### src/rtl/cmem_wr_arbiter_pkg.sv
// Shared constants for the CNN result-memory write path: default widths,
// memory select codes and a select-validity helper.
package cnn_pkg;

  localparam int DATAW_DEF = 20;
  localparam int ADDRW_DEF = 12;

  localparam logic [2:0] CSEL_NONE = 3'b000;
  localparam logic [2:0] CSEL_L0K0 = 3'b001;
  localparam logic [2:0] CSEL_L0K1 = 3'b010;
  localparam logic [2:0] CSEL_L1K0 = 3'b011;
  localparam logic [2:0] CSEL_L1K1 = 3'b100;
  localparam logic [2:0] CSEL_L2   = 3'b101;

  // Only 001..101 address a real memory; 000 and 11x are dropped.
  function automatic logic csel_valid(input logic [2:0] sel);
    return (sel != CSEL_NONE) && (sel <= CSEL_L2);
  endfunction

endpackage

### src/rtl/cmem_wr_arbiter_if.sv
// Requester-side handshake plus the shared memory write port; the bench
// drives through master, the arbiter sits on slave.
interface cmem_wr_arbiter_if
  import cnn_pkg::*;
#(
  parameter int NREQ  = 4,
  parameter int DATAW = DATAW_DEF,
  parameter int ADDRW = ADDRW_DEF
);

  logic [NREQ-1:0]       req_valid;
  logic [NREQ-1:0]       req_ready;
  logic [3*NREQ-1:0]     req_sel;
  logic [ADDRW*NREQ-1:0] req_addr;
  logic [DATAW*NREQ-1:0] req_data;
  logic                  hold;

  logic                  cwr;
  logic [2:0]            csel;
  logic [ADDRW-1:0]      caddr_wr;
  logic [DATAW-1:0]      cdata_wr;
  logic [2:0]            grant_id;
  logic                  idle;
  logic                  sel_err;

  modport master (
    output req_valid, req_sel, req_addr, req_data, hold,
    input  req_ready, cwr, csel, caddr_wr, cdata_wr, grant_id, idle, sel_err
  );

  modport slave (
    input  req_valid, req_sel, req_addr, req_data, hold,
    output req_ready, cwr, csel, caddr_wr, cdata_wr, grant_id, idle, sel_err
  );

endinterface

### src/rtl/cmem_wr_arbiter_wr_req_fifo.sv
// Two-entry per-requester write FIFO; push is ignored when full, pop when empty.
// Simultaneous push and pop keeps the count and the order.
module wr_req_fifo #(
  parameter int W = 35
) (
  input  logic         clk_i,
  input  logic         reset_i,
  input  logic         push_i,
  input  logic         pop_i,
  input  logic [W-1:0] din_i,
  output logic [W-1:0] head_o,
  output logic [1:0]   count_o
);

  logic [W-1:0] mem_q [2];
  logic         wr_ptr_q, wr_ptr_d;
  logic         rd_ptr_q, rd_ptr_d;
  logic [1:0]   count_q, count_d;
  logic         do_push, do_pop;

  assign do_push = push_i && (count_q != 2'd2);
  assign do_pop  = pop_i && (count_q != 2'd0);

  always_comb begin
    wr_ptr_d = wr_ptr_q;
    rd_ptr_d = rd_ptr_q;
    count_d  = count_q;
    if (do_push) wr_ptr_d = ~wr_ptr_q;
    if (do_pop)  rd_ptr_d = ~rd_ptr_q;
    if (do_push && !do_pop)      count_d = count_q + 2'd1;
    else if (!do_push && do_pop) count_d = count_q - 2'd1;
  end

  always_ff @(posedge clk_i) begin
    if (reset_i) begin
      wr_ptr_q <= 1'b0;
      rd_ptr_q <= 1'b0;
      count_q  <= 2'd0;
    end else begin
      wr_ptr_q <= wr_ptr_d;
      rd_ptr_q <= rd_ptr_d;
      count_q  <= count_d;
    end
  end

  // Storage needs no reset: the count alone decides what is live.
  always_ff @(posedge clk_i) begin
    if (do_push) mem_q[wr_ptr_q] <= din_i;
  end

  assign head_o  = mem_q[rd_ptr_q];
  assign count_o = count_q;

endmodule

### src/rtl/cmem_wr_arbiter.sv
// Round-robin arbiter sharing the result-memory write port among NREQ
// requester FIFOs; one registered write per cycle, 2-edge push-to-port latency.
module cmem_wr_arbiter
  import cnn_pkg::*;
#(
  parameter int DATAW = DATAW_DEF,
  parameter int ADDRW = ADDRW_DEF,
  parameter int NREQ  = 4
) (
  input logic               clk,
  input logic               reset,
  cmem_wr_arbiter_if.slave  bus
);

  localparam int EW   = 3 + ADDRW + DATAW;
  localparam int NMAX = 8;

  logic [EW-1:0]   head [NMAX];
  logic [NMAX-1:0] nonempty;
  logic [NREQ-1:0] ready;
  logic [NREQ-1:0] bad_push;

  logic            gnt_vld;
  logic [2:0]      gnt_idx;
  logic [3:0]      cand;
  logic [2:0]      rr_q, rr_d;

  logic [EW-1:0]    win;
  logic [2:0]       win_sel;
  logic             wr_ok;

  logic             cwr_q, cwr_d;
  logic [2:0]       csel_q, csel_d;
  logic [ADDRW-1:0] caddr_q, caddr_d;
  logic [DATAW-1:0] cdata_q, cdata_d;
  logic [2:0]       gid_q, gid_d;
  logic             sel_err_q, sel_err_d;

  for (genvar i = 0; i < NMAX; i++) begin : g_req
    if (i < NREQ) begin : g_on
      logic       push_s, pop_s;
      logic [1:0] cnt_s;

      assign push_s = bus.req_valid[i] && ready[i];
      assign pop_s  = gnt_vld && (gnt_idx == 3'(i));

      wr_req_fifo #(.W(EW)) u_fifo (
        .clk_i   (clk),
        .reset_i (reset),
        .push_i  (push_s),
        .pop_i   (pop_s),
        .din_i   ({bus.req_sel[3*i +: 3],
                   bus.req_addr[ADDRW*i +: ADDRW],
                   bus.req_data[DATAW*i +: DATAW]}),
        .head_o  (head[i]),
        .count_o (cnt_s)
      );

      assign nonempty[i] = (cnt_s != 2'd0);
      assign ready[i]    = (cnt_s != 2'd2);
      assign bad_push[i] = push_s && !csel_valid(bus.req_sel[3*i +: 3]);
    end else begin : g_off
      assign nonempty[i] = 1'b0;
      assign head[i]     = '0;
    end
  end

  // First non-empty FIFO at or after rr_q, wrapping modulo NREQ.
  always_comb begin
    gnt_vld = 1'b0;
    gnt_idx = '0;
    cand    = '0;
    for (int k = 0; k < NREQ; k++) begin
      cand = {1'b0, rr_q} + 4'(k);
      if (cand >= 4'(NREQ)) cand = cand - 4'(NREQ);
      if (!bus.hold && !gnt_vld && nonempty[cand[2:0]]) begin
        gnt_vld = 1'b1;
        gnt_idx = cand[2:0];
      end
    end
  end

  assign win     = head[gnt_idx];
  assign win_sel = win[EW-1 -: 3];
  assign wr_ok   = gnt_vld && csel_valid(win_sel);

  always_comb begin
    rr_d      = rr_q;
    cwr_d     = wr_ok;
    csel_d    = 3'b000;
    gid_d     = 3'd0;
    caddr_d   = caddr_q;
    cdata_d   = cdata_q;
    sel_err_d = sel_err_q || (|bad_push);
    if (gnt_vld) begin
      rr_d = (gnt_idx == 3'(NREQ - 1)) ? 3'd0 : gnt_idx + 3'd1;
    end
    // Invalid selects still consume the grant but leave the port quiet.
    if (wr_ok) begin
      csel_d  = win_sel;
      gid_d   = gnt_idx;
      caddr_d = win[DATAW +: ADDRW];
      cdata_d = win[DATAW-1:0];
    end
  end

  always_ff @(posedge clk) begin
    if (reset) begin
      rr_q      <= 3'd0;
      cwr_q     <= 1'b0;
      csel_q    <= 3'b000;
      gid_q     <= 3'd0;
      caddr_q   <= '0;
      cdata_q   <= '0;
      sel_err_q <= 1'b0;
    end else begin
      rr_q      <= rr_d;
      cwr_q     <= cwr_d;
      csel_q    <= csel_d;
      gid_q     <= gid_d;
      caddr_q   <= caddr_d;
      cdata_q   <= cdata_d;
      sel_err_q <= sel_err_d;
    end
  end

  assign bus.req_ready = ready;
  assign bus.cwr       = cwr_q;
  assign bus.csel      = csel_q;
  assign bus.caddr_wr  = caddr_q;
  assign bus.cdata_wr  = cdata_q;
  assign bus.grant_id  = gid_q;
  assign bus.sel_err   = sel_err_q;
  assign bus.idle      = (nonempty == '0) && !cwr_q;

endmodule

### src/flat_wrapper.sv
// flat-port wrapper written by rule: the top's interface ports become plain ports
module cmem_wr_arbiter_flat import cnn_pkg::*;
#(
  parameter int DATAW = DATAW_DEF,
  parameter int ADDRW = ADDRW_DEF,
  parameter int NREQ  = 4
)
  (clk, reset, bus_req_valid, bus_req_sel, bus_req_addr, bus_req_data, bus_hold, bus_req_ready, bus_cwr, bus_csel, bus_caddr_wr, bus_cdata_wr, bus_grant_id, bus_idle, bus_sel_err);
  cmem_wr_arbiter_if #(.NREQ(NREQ), .DATAW(DATAW), .ADDRW(ADDRW)) bus_i ();
  input logic clk;
  input logic reset;
  input wire logic [$bits(bus_i.req_valid)-1:0] bus_req_valid;
  input wire logic [$bits(bus_i.req_sel)-1:0] bus_req_sel;
  input wire logic [$bits(bus_i.req_addr)-1:0] bus_req_addr;
  input wire logic [$bits(bus_i.req_data)-1:0] bus_req_data;
  input wire logic [$bits(bus_i.hold)-1:0] bus_hold;
  output wire logic [$bits(bus_i.req_ready)-1:0] bus_req_ready;
  output wire logic [$bits(bus_i.cwr)-1:0] bus_cwr;
  output wire logic [$bits(bus_i.csel)-1:0] bus_csel;
  output wire logic [$bits(bus_i.caddr_wr)-1:0] bus_caddr_wr;
  output wire logic [$bits(bus_i.cdata_wr)-1:0] bus_cdata_wr;
  output wire logic [$bits(bus_i.grant_id)-1:0] bus_grant_id;
  output wire logic [$bits(bus_i.idle)-1:0] bus_idle;
  output wire logic [$bits(bus_i.sel_err)-1:0] bus_sel_err;
  assign bus_i.req_valid = bus_req_valid;
  assign bus_i.req_sel = bus_req_sel;
  assign bus_i.req_addr = bus_req_addr;
  assign bus_i.req_data = bus_req_data;
  assign bus_i.hold = bus_hold;
  assign bus_req_ready = bus_i.req_ready;
  assign bus_cwr = bus_i.cwr;
  assign bus_csel = bus_i.csel;
  assign bus_caddr_wr = bus_i.caddr_wr;
  assign bus_cdata_wr = bus_i.cdata_wr;
  assign bus_grant_id = bus_i.grant_id;
  assign bus_idle = bus_i.idle;
  assign bus_sel_err = bus_i.sel_err;
  cmem_wr_arbiter #(.DATAW(DATAW), .ADDRW(ADDRW), .NREQ(NREQ)) u_core (.clk(clk), .reset(reset), .bus(bus_i));
endmodule
### config.mk
export PLATFORM = sky130hd
export DESIGN_NAME = cmem_wr_arbiter_flat
export DESIGN_NICKNAME = d
export VERILOG_FILES = /design/src/rtl/cmem_wr_arbiter_pkg.sv /design/src/rtl/cmem_wr_arbiter_if.sv /design/src/rtl/cmem_wr_arbiter_wr_req_fifo.sv /design/src/rtl/cmem_wr_arbiter.sv /design/src/flat_wrapper.sv
export SDC_FILE = /design/constraint.sdc
export NUM_CORES = 1
export LEC_CHECK = 0
export ABC_AREA = 1
export CAP_MARGIN = 20
export CORE_AREA = 2 2 171 173
export DETAILED_ROUTE_END_ITERATION = 6
export DIE_AREA = 0 0 173 175
export PLACE_DENSITY_LB_ADDON = 0.25
export SLEW_MARGIN = 30
export SYNTH_ARGS = -nofsm -noshare
export SYNTH_HDL_FRONTEND = slang
export SYNTH_HIERARCHICAL = 1
export SYNTH_SLANG_ARGS = --single-unit
export TNS_END_PERCENT = 100
### constraint.sdc
create_clock -name clk -period 5.5 [get_ports clk]
set_input_delay 0.55 -clock clk [delete_from_list [all_inputs] [get_ports clk]]
set_output_delay 0.55 -clock clk [all_outputs]
set_load 0.05 [all_outputs]
==> results of run 1 <==
==> power breakdown <==
| group | switching, mW | internal, mW |
|---|---|---|
| clock | 0.921 | 1.33 |
| sequential | 0.265 | 3.48 |
| combinational | 3.77 | 2.13 |
==> cell type report <==
| type | count | area (um2) | area share (%) |
|---|---|---|---|
| clock buffers | 56 | 1030 | 5.50 |
| inverters | 133 | 505 | 2.70 |
| flip-flops and latches | 343 | 9670 | 51.7 |
| repair buffers | 205 | 2140 | 11.4 |
| well taps | 384 | 480 | 2.57 |
| clock inverters | 8 | 62.6 | 0.335 |
| multi-input cells | 666 | 4810 | 25.7 |
==> kinds of logic after synthesis <==
kind of cell               Yosys count  synth area share [%]
muxes                              140                  13.1
adders and majority gates           10                 0.811
and+or+nand+nor                    380                  11.7
DFF                                343                  62.6
buffers and inverters              184                  6.60
other                                1                0.0243
AOI/OAI and AO/OA                  135                  5.11
==> layout by cell type (no fill, tap or decap), drive strengths merged <==
cell and instances:
nor3 5, a21boi 3, nand4 6, edfxtp 280, nor2 146, and2 5
nand3b 3, nand2 151, buf 14, clkbuf 56, o21ai 89, bufinv 1
conb 1, o211ai 32, clkinv 8, a21oi 10, clkdlybuf4s50 191, mux2 140
ha 10, dfxtp 63, inv 132, a41oi 1, nand3 64
==> flip-flops by register name (all words and copies together), names as in the netlist, 4 cells and up, named ones only <==
name,count
u_core/g_req.g_on.u_fifo/mem_q,280
u_core/g_req.g_on.u_fifo/wr_ptr_q,4
u_core/g_req.g_on.u_fifo/rd_ptr_q,4
u_core/g_req.g_on.u_fifo/count_o,8
u_core/bus.cdata_wr,20
u_core/bus.caddr_wr,12
==> per-stage QoR <==
step	worst slack (ns)	cell area, um2
floorplan	2.49	15400
global placement	1.57	17400
detailed placement	1.46	17600
CTS	1.47	18700
global route	1.07	18700
finish	1.40	18700
==> worst min-delay path by stage <==
stage                                 from                      to  slack [ns]  cells past startpoint
global placement    u_core/bus.cdata_wr[0]  u_core/bus.cdata_wr[0]        0.48                      2
global route        u_core/bus.caddr_wr[1]  u_core/bus.caddr_wr[1]        0.51                      2
finish              u_core/bus.caddr_wr[1]  u_core/bus.caddr_wr[1]        0.49                      2
CTS                 u_core/bus.caddr_wr[1]  u_core/bus.caddr_wr[1]        0.49                      2
floorplan                   u_core/rr_q[2]          u_core/rr_q[2]        0.45                      2
detailed placement  u_core/bus.caddr_wr[1]  u_core/bus.caddr_wr[1]        0.48                      2
==> tightest hold or removal path, delay by kind of cell (launching register included) <==
family           cells  cell delay (ns)
AND/OR/NAND/NOR      2             0.13
flip-flops           1             0.31
==> layer usage <==
metal	share of wire, %	vias to the layer above	global-route usage [%]
li1	-	4514	-
met1	40	4523	27.0
met2	50	301	38.6
met3	5.7	70	3.72
met4	3.8	0	9.15
met5	0	-	0
==> results.json, run 1 <==
{
  "grt_first_pass_wirelength_um": 51200,
  "cts_root_buf": "clkbuf_16",
  "ctsResizeCount": 0,
  "worstPathMaxFanout": 38,
  "final_max_slew_viol_count": 0,
  "clk_latency_ns": 0.51,
  "synth.most_common_cell": "edfxtp_1",
  "synthCells": 1193,
  "whs_ns": 0.487,
  "ys_ff_latch": 343,
  "syn_area_um2": 15400,
  "dp.cells": 1731,
  "die_area_um2": 30300,
  "wirelength_um": 33200,
  "io_buffers": 191,
  "synthTopCellsByArea": "edfxtp_1 54%, mux2_4 12%, dfxtp_1 8.2%",
  "ctsHtreeMaxLevel": 2,
  "synthArstFlopShare_pct": 0,
  "final.setup.tns_ns": 0,
  "grt_pass1_vias": 9585,
  "syn_nets": 1350,
  "cts_buffers": 36,
  "pwr_density_cell_nw_per_um2": 636,
  "drtAntennaViolNets": 0,
  "synth_top_area_share_pct": 54.5,
  "drt_iter0_markers": 643,
  "r2r_end": "u_core/bus.cdata_wr[16]",
  "stdcell_count": 1795,
  "yosysTopAreaCell": "edfxtp_1",
  "worst_slew_pin_slew_ns": 0.860,
  "finClkSkew_ns": 0.0160,
  "die_x_um": 173,
  "yosysWarnings": 6,
  "cp_slowest_stage_delay_ns": 0.66,
  "synth_flop_cell": "edfxtp_1",
  "die_y_um": 175,
  "avgSynthCellArea_um2": 12.9,
  "cp.arrival_ns": 4.55,
  "worst_setup_path_end_kind": "flop",
  "cts.sinks": 343,
  "finalHoldViolCount": 0,
  "rsz0062_at_grt": "false",
  "slowest_stage": "nand3_2",
  "path_clk_slew_ns": 0.06,
  "areaGrowthSynthToFinish_pct": 21.1,
  "synth_edf_count": 280,
  "crit_cells": 16,
  "final_net_count": 1542,
  "outcome": "finished clean",
  "antenna_cells": 0,
  "period_minus_slack_ns": 4.10,
  "dr.pass1.iters": 5,
  "min_path_type": "flop to flop",
  "synthTopCellsByCount": "280 x edfxtp_1, 133 x nand2_1, 128 x inv_1, 120 x mux2_4, 107 x nor2_1",
  "dpl.hpwl_um": 22900,
  "drive_gt1_share_pct": 20.5,
  "crit_path_start_kind": "flop",
  "num_vias": 9408,
  "utilization_pct": 65.9,
  "rows": 62,
  "slew_headroom_pct": 42.6,
  "rr_worst_depth": 16,
  "crit_type": "flop to flop",
  "core_area_um2": 28400,
  "maxCapViolCount": 0,
  "tritoncts": "done",
  "initial_core_util_pct": 54.4,
  "cts_hold_buf": 0,
  "drc_errors": 0,
  "grt_usage_pct": 22.0,
  "fmax_mhz": 244,
  "timing.rr.start": "u_core/rr_q[1]",
  "r2r_setup_slack_ns": 1.40,
  "required_ns": 5.95,
  "wl_per_cell_um": 18.5,
  "period_share_pct": 74.6,
  "gp_congestion": 0.882,
  "critPathBufInv": 2,
  "cp_common_cell": "nand2_1",
  "synthDistinctLibCells": 38,
  "ys_seq_area_share_pct": 62.6,
  "crit_path_end": "u_core/bus.cdata_wr[16]",
  "clock_tree.buffer_depth": 3,
  "power.total_mw": 11.9,
  "setup-violations-final": 0,
  "power.leakage_nw": 7.17,
  "overflow": 0,
  "crit_family": "simple AND/OR/NAND/NOR gates",
  "cp_cell_sequence": "inv_1 -> ha_1 -> inv_1 -> nand2_1 -> nand2_1 -> nor2_2 -> nor2_1 -> nand3_1 -> nand2_1 -> nand2_2 -> nand3_1 -> nand2_2 -> nand3_2 -> nand3_1 -> nand2_1 -> nor2_1",
  "io_pins": 192,
  "worstSetupStartpoint": "u_core/rr_q[1]",
  "grt_antenna_before_repair": 0,
  "peakVddDrop_uv": 501,
  "cts_setup_buffers": 0,
  "grt_max_degree": 57,
  "vias_per_cell": 5.24,
  "nFillCells": 2134
}
Note: power is estimated with default switching activity, not from simulation.
==> run 2, diff against run 1 <==
==> constraint.sdc (replaced) <==
create_clock -name clk -period 4.3 [get_ports clk]
set_input_delay 0.43 -clock clk [delete_from_list [all_inputs] [get_ports clk]]
set_output_delay 0.43 -clock clk [all_outputs]
set_load 0.05 [all_outputs]
==> run 2 against run 1 <==
Fmax grew 6.1%. Global-route usage grew 0.36 points. Wire length grew 1.1%. Sequential share of layout area shrank 0.42 points. Total power grew 29%. Register-to-register slack lost 0.97 ns. Largest cell class unchanged. Clock skew grew 0.0028 ns. Cell count grew 0.39%. First-iteration DRC count grew 41%. Die area is the same. Design area grew 0.81%. Via count grew 0.72%.
==> results.json, run 2 (same netlist as run 1, synthesis figures left out) <==
{
  "setup-violations-final": 0,
  "drc_errors": 0,
  "period_minus_slack_ns": 3.87,
  "slew_headroom_pct": 43.1,
  "finClkSkew_ns": 0.0188,
  "cts_hold_buf": 0,
  "maxCapViolCount": 0,
  "cts.sinks": 343,
  "layout_common_cells": "280 x edfxtp_1, 191 x clkdlybuf4s50_1, 133 x nand2_1, 128 x inv_1, 120 x mux2_4",
  "worstPathMaxFanout": 46,
  "ctsResizeCount": 0,
  "crit_type": "flop to flop",
  "period_share_pct": 89.9,
  "die_y_um": 175,
  "layout_commonest_cell": "edfxtp_1",
  "fmax_mhz": 259,
  "setup_ws_ns": 0.433,
  "min_path_type": "input pin to flop",
  "largest_reg_flops": 280,
  "crit_path_start_kind": "flop",
  "crit_family": "simple AND/OR/NAND/NOR gates",
  "pwr_density_cell_nw_per_um2": 815,
  "areaGrowthSynthToFinish_pct": 22.1,
  "cts_root_buf": "clkbuf_16",
  "grt_usage_pct": 22.3,
  "core_area_um2": 28400,
  "finalHoldViolCount": 0,
  "cp_common_cell": "nand3_2",
  "die_x_um": 173,
  "required_ns": 4.74,
  "critPathBufInv": 3,
  "final_max_slew_viol_count": 0,
  "grt_first_pass_wirelength_um": 52200,
  "worst_slew_pin_slew_ns": 0.853,
  "cp.arrival_ns": 4.31,
  "peakVddDrop_uv": 481,
  "antenna_cells": 0,
  "io_pins": 192,
  "ctsHtreeMaxLevel": 2,
  "num_vias": 9476,
  "grt_antenna_before_repair": 0,
  "worst_setup_path_end_kind": "flop",
  "dp_slack_ns": 0.529,
  "die_area_um2": 30300,
  "drtAntennaViolNets": 0,
  "final_net_count": 1548,
  "io_buffers": 191,
  "dp.cells": 1737,
  "rows": 62,
  "cp_slowest_stage_delay_ns": 0.64,
  "vias_per_cell": 5.26,
  "dpl.hpwl_um": 23400,
  "drive_gt1_share_pct": 20.9,
  "path_clk_slew_ns": 0.06,
  "power.leakage_nw": 7.24,
  "clock_tree.buffer_depth": 3,
  "slowest_stage": "nand3_2",
  "largest-register": "u_core/g_req.g_on.u_fifo/mem_q",
  "whs_ns": 0.492,
  "grt_pass1_vias": 9566,
  "clk_latency_ns": 0.51,
  "rsz0062_at_grt": "false",
  "dr.pass1.iters": 5,
  "cts_setup_buffers": 0,
  "cp_cell_sequence": "inv_1 -> ha_1 -> inv_1 -> nand2_1 -> nand3_2 -> nand3_2 -> nand2_4 -> nand2_4 -> nand2_1 -> nand3_2 -> nand2_4 -> inv_1 -> nand3_2 -> nand3_1 -> nand2_1 -> nor2_1",
  "stdcell_count": 1802,
  "gp_congestion": 0.971,
  "wl_per_cell_um": 18.7,
  "grt_max_degree": 65,
  "outcome": "finished clean",
  "wirelength_um": 33600,
  "initial_core_util_pct": 54.4,
  "final.setup.tns_ns": 0,
  "tritoncts": "done",
  "overflow": 0,
  "drt_iter0_markers": 907,
  "cts_buffers": 36
}
run 2: cell type report:
type                    count  area, um2
clock buffers              57       1070
repair buffers            211       2260
flip-flops and latches    343       9670
clock inverters             8       46.3
inverters                 133        504
multi-input cells         666       4810
well taps                 384        480
fillers                  2070       9540
run 2: metrics by stage:
stage                     util [%]  power, mW  area [um2]
after floorplan                  -       10.8       15400
after global placement        61.5       12.2       17500
after CTS                     66.4       15.4       18800
after detailed placement      62.4       12.5       17700
after global routing          66.4       16.4       18800
final                         66.4       15.4       18800
run 2: per-layer routing:
| layer | up-vias | GRT usage, % | part of all wire (%) | wire (um) |
|---|---|---|---|---|
| met3 | 64 | 4.00 | 6.8 | 2280 |
| li1 | 4528 | - | - | - |
| met2 | 359 | 39.1 | 50 | 16900 |
| met4 | 0 | 7.98 | 3.2 | 1090 |
| met5 | - | 0 | 0 | 0 |
| met1 | 4525 | 27.9 | 40 | 13300 |
run 2: worst paths after layout:
kind                     from                                        to  cells after the start  slack, ns
min          bus_req_data[16]  u_core/g_req[0].g_on.u_fifo/mem_q[0][16]                      1       0.49
max reg2reg    u_core/rr_q[1]                    u_core/bus.cdata_wr[0]                     16       0.43
min reg2reg    u_core/rr_q[2]                            u_core/rr_q[2]                      2       0.49
max            u_core/rr_q[1]                    u_core/bus.cdata_wr[0]                     16       0.43
run 2: report_power, final:
group | internal (mW) | leakage (nW) | switching, mW
Clock | 1.71 | 0.542 | 1.19
Sequential | 4.45 | 3.12 | 0.353
Combinational | 2.81 | 3.57 | 4.85
Total | 8.97 | 7.24 | 6.39
==> run 3, diff against run 2 <==
--- a/config.mk
+++ b/config.mk
@@ -6,10 +6,10 @@
 export NUM_CORES = 1
 export LEC_CHECK = 0
 export ABC_AREA = 1
-export CAP_MARGIN = 20
 export CORE_AREA = 2 2 171 173
 export DETAILED_ROUTE_END_ITERATION = 6
 export DIE_AREA = 0 0 173 175
+export GPL_TIMING_DRIVEN = 0
 export PLACE_DENSITY_LB_ADDON = 0.25
 export SLEW_MARGIN = 30
 export SYNTH_ARGS = -nofsm -noshare
==> run 3 against run 2 <==
Cell count up 2.3%. Count of clock-buffer cells in the layout down 4. Die area unchanged. Fmax up 13%. Highest routed layer is now met5. Global-route usage up 0.35 points.
==> results.json, run 3 (same netlist as run 1, synthesis figures left out) <==
{
  "outcome": "finished clean",
  "slew_headroom_pct": 58.2,
  "power.total_mw": 16.0,
  "core_area_um2": 28400,
  "die_y_um": 175,
  "cts.sinks": 343,
  "crit_type": "flop to flop",
  "vias_per_cell": 5.31,
  "die_x_um": 173,
  "grt_usage_pct": 22.7,
  "grt_pass1_vias": 9908,
  "r2r_end": "u_core/g_req[1].g_on.u_fifo/count_o[1]",
  "initial_core_util_pct": 54.4,
  "period_minus_slack_ns": 3.43,
  "gp_congestion": 0.828,
  "worst_slew_pin_slew_ns": 0.626,
  "peakVddDrop_uv": 474,
  "cts_hold_buf": 0,
  "io_pins": 192,
  "stdcell_count": 1844,
  "rsz0062_at_grt": "false",
  "cts_setup_buffers": 0,
  "required_ns": 4.75,
  "crit_path_start_kind": "flop",
  "ctsResizeCount": 0,
  "worstPathMaxFanout": 11,
  "finalHoldViolCount": 0,
  "final_max_slew_viol_count": 0,
  "cp_cell_sequence": "buf_4 -> inv_1 -> ha_1 -> inv_1 -> nand2_1 -> nand2_1 -> nor2_2 -> nor2_2 -> nand2_4 -> nand2_4 -> buf_6 -> inv_2 -> buf_4 -> ha_1 -> nand2_1 -> inv_1 -> o21ai_1 -> ha_1 -> inv_1 -> nand3_1 -> nand2_1 -> inv_1 -> nor2_1",
  "slowest_stage": "ha_1",
  "rows": 62,
  "cp.arrival_ns": 3.88,
  "fmax_mhz": 291,
  "rr_worst_depth": 23,
  "critPathBufInv": 9,
  "path_clk_slew_ns": 0.06,
  "clk_latency_ns": 0.51,
  "cts_root_buf": "clkbuf_16",
  "tritoncts": "done",
  "min_path_type": "flop to flop",
  "timing.rr.start": "u_core/rr_q[1]",
  "cp_common_cell": "inv_1",
  "crit_cells": 23,
  "power.leakage_nw": 7.43,
  "wirelength_um": 34400,
  "ctsHtreeMaxLevel": 2,
  "wl_per_cell_um": 18.7,
  "grt_max_degree": 24,
  "clock_tree.buffer_depth": 3,
  "setup-violations-final": 0,
  "layout_commonest_cell": "edfxtp_1",
  "final.setup.tns_ns": 0,
  "overflow": 0,
  "crit_path_end": "u_core/g_req[1].g_on.u_fifo/count_o[1]",
  "dpl.hpwl_um": 25100,
  "maxCapViolCount": 0,
  "grt_first_pass_wirelength_um": 52800,
  "drc_errors": 0,
  "period_share_pct": 79.8,
  "dr.pass1.iters": 5,
  "areaGrowthSynthToFinish_pct": 24.7,
  "finClkSkew_ns": 0.00973,
  "largest_reg_flops": 280,
  "r2r_setup_slack_ns": 0.87,
  "worst_setup_path_end_kind": "flop",
  "cp_slowest_stage_delay_ns": 0.40,
  "largest-register": "u_core/g_req.g_on.u_fifo/mem_q",
  "io_buffers": 191,
  "drtAntennaViolNets": 0,
  "worstSetupStartpoint": "u_core/rr_q[1]",
  "cts_buffers": 36,
  "nFillCells": 2086,
  "num_vias": 9795,
  "drive_gt1_share_pct": 22.5,
  "grt_antenna_before_repair": 2,
  "die_area_um2": 30300,
  "dp.cells": 1778,
  "final_net_count": 1589,
  "drt_iter0_markers": 696,
  "layout_common_cells": "280 x edfxtp_1, 191 x clkdlybuf4s50_1, 133 x nand2_1, 128 x inv_1, 120 x mux2_4",
  "crit_family": "buffers and inverters",
  "pwr_density_cell_nw_per_um2": 832
}
-- run 3: cell types whose count changed in the layout (fill, tap and decap cells not counted), sizes merged --
cell	previous run	this run
buf	20	54
clkbuf	57	60
clkinv	6	9
clkinvlp	1	2
diode	0	1
-- run 3: power breakdown --
part           total [mW]  switching [mW]  internal, mW
Sequential           4.72           0.276          4.44
Clock                2.89            1.22          1.67
Combinational        8.41            5.15          3.26
-- run 3: worst register-to-register path, delay by kind of cell, from the launching register on --
family,cells,cell delay [ns]
buffers and inverters,9,1.09
AND/OR/NAND/NOR,10,0.97
adder cells (fa/ha/maj),3,0.90
flip-flops,1,0.33
AO/OA/AOI/OAI,1,0.11
-- run 3: how the worst min path moves through the flow --
| stage | end | cells after the start | from |
|---|---|---|---|
| 3_3_place_gp | u_core/bus.cdata_wr[18] | 2 | u_core/bus.cdata_wr[18] |
| 2_1_floorplan | u_core/rr_q[2] | 2 | u_core/rr_q[2] |
| 4_1_cts | u_core/g_req[1].g_on.u_fifo/mem_q[1][10] | 1 | bus_req_data[30] |
| 5_1_grt | u_core/g_req[3].g_on.u_fifo/mem_q[1][14] | 1 | bus_req_data[74] |
| 6_report | u_core/bus.cdata_wr[3] | 2 | u_core/bus.cdata_wr[3] |
| 3_5_place_dp | u_core/bus.cdata_wr[3] | 2 | u_core/bus.cdata_wr[3] |
-- run 3: through the flow --
step / area (um2) / hold WS, ns / setup WS (ns) / utilization, %
2_1_floorplan: 15400 / 0.451 / 1.29 / -
3_3_place_gp: 17800 / 0.481 / 0.0264 / 62.8
3_5_place_dp: 18100 / 0.484 / 0.906 / 63.9
4_1_cts: 19200 / 0.474 / 0.903 / 67.8
5_1_grt: 19200 / 0.485 / 0.572 / 67.8
6_report: 19200 / 0.491 / 0.868 / 67.8
-- run 3: final cells by class --
cell class	instances	area [um2]	area share, %
sequential	343	9670	50.2
multi-input combinational	666	4810	25.0
timing repair buffer	201	2160	11.2
clock buffer	53	1040	5.38
buffer	51	514	2.67
inverter	133	504	2.62
tap	384	480	2.50
clock inverter	12	67.6	0.351
antenna	1	2.50	0.0130
-- run 3: layer usage --
metal	global-route usage [%]	up-vias	share of wire (%)	wire length, um
met3	3.94	69	6.3	2180
met4	8.37	2	3.3	1120
met2	40.6	345	51	17500
met1	27.5	4754	39	13600
li1	-	4625	-	-
met5	0	-	0.038	13
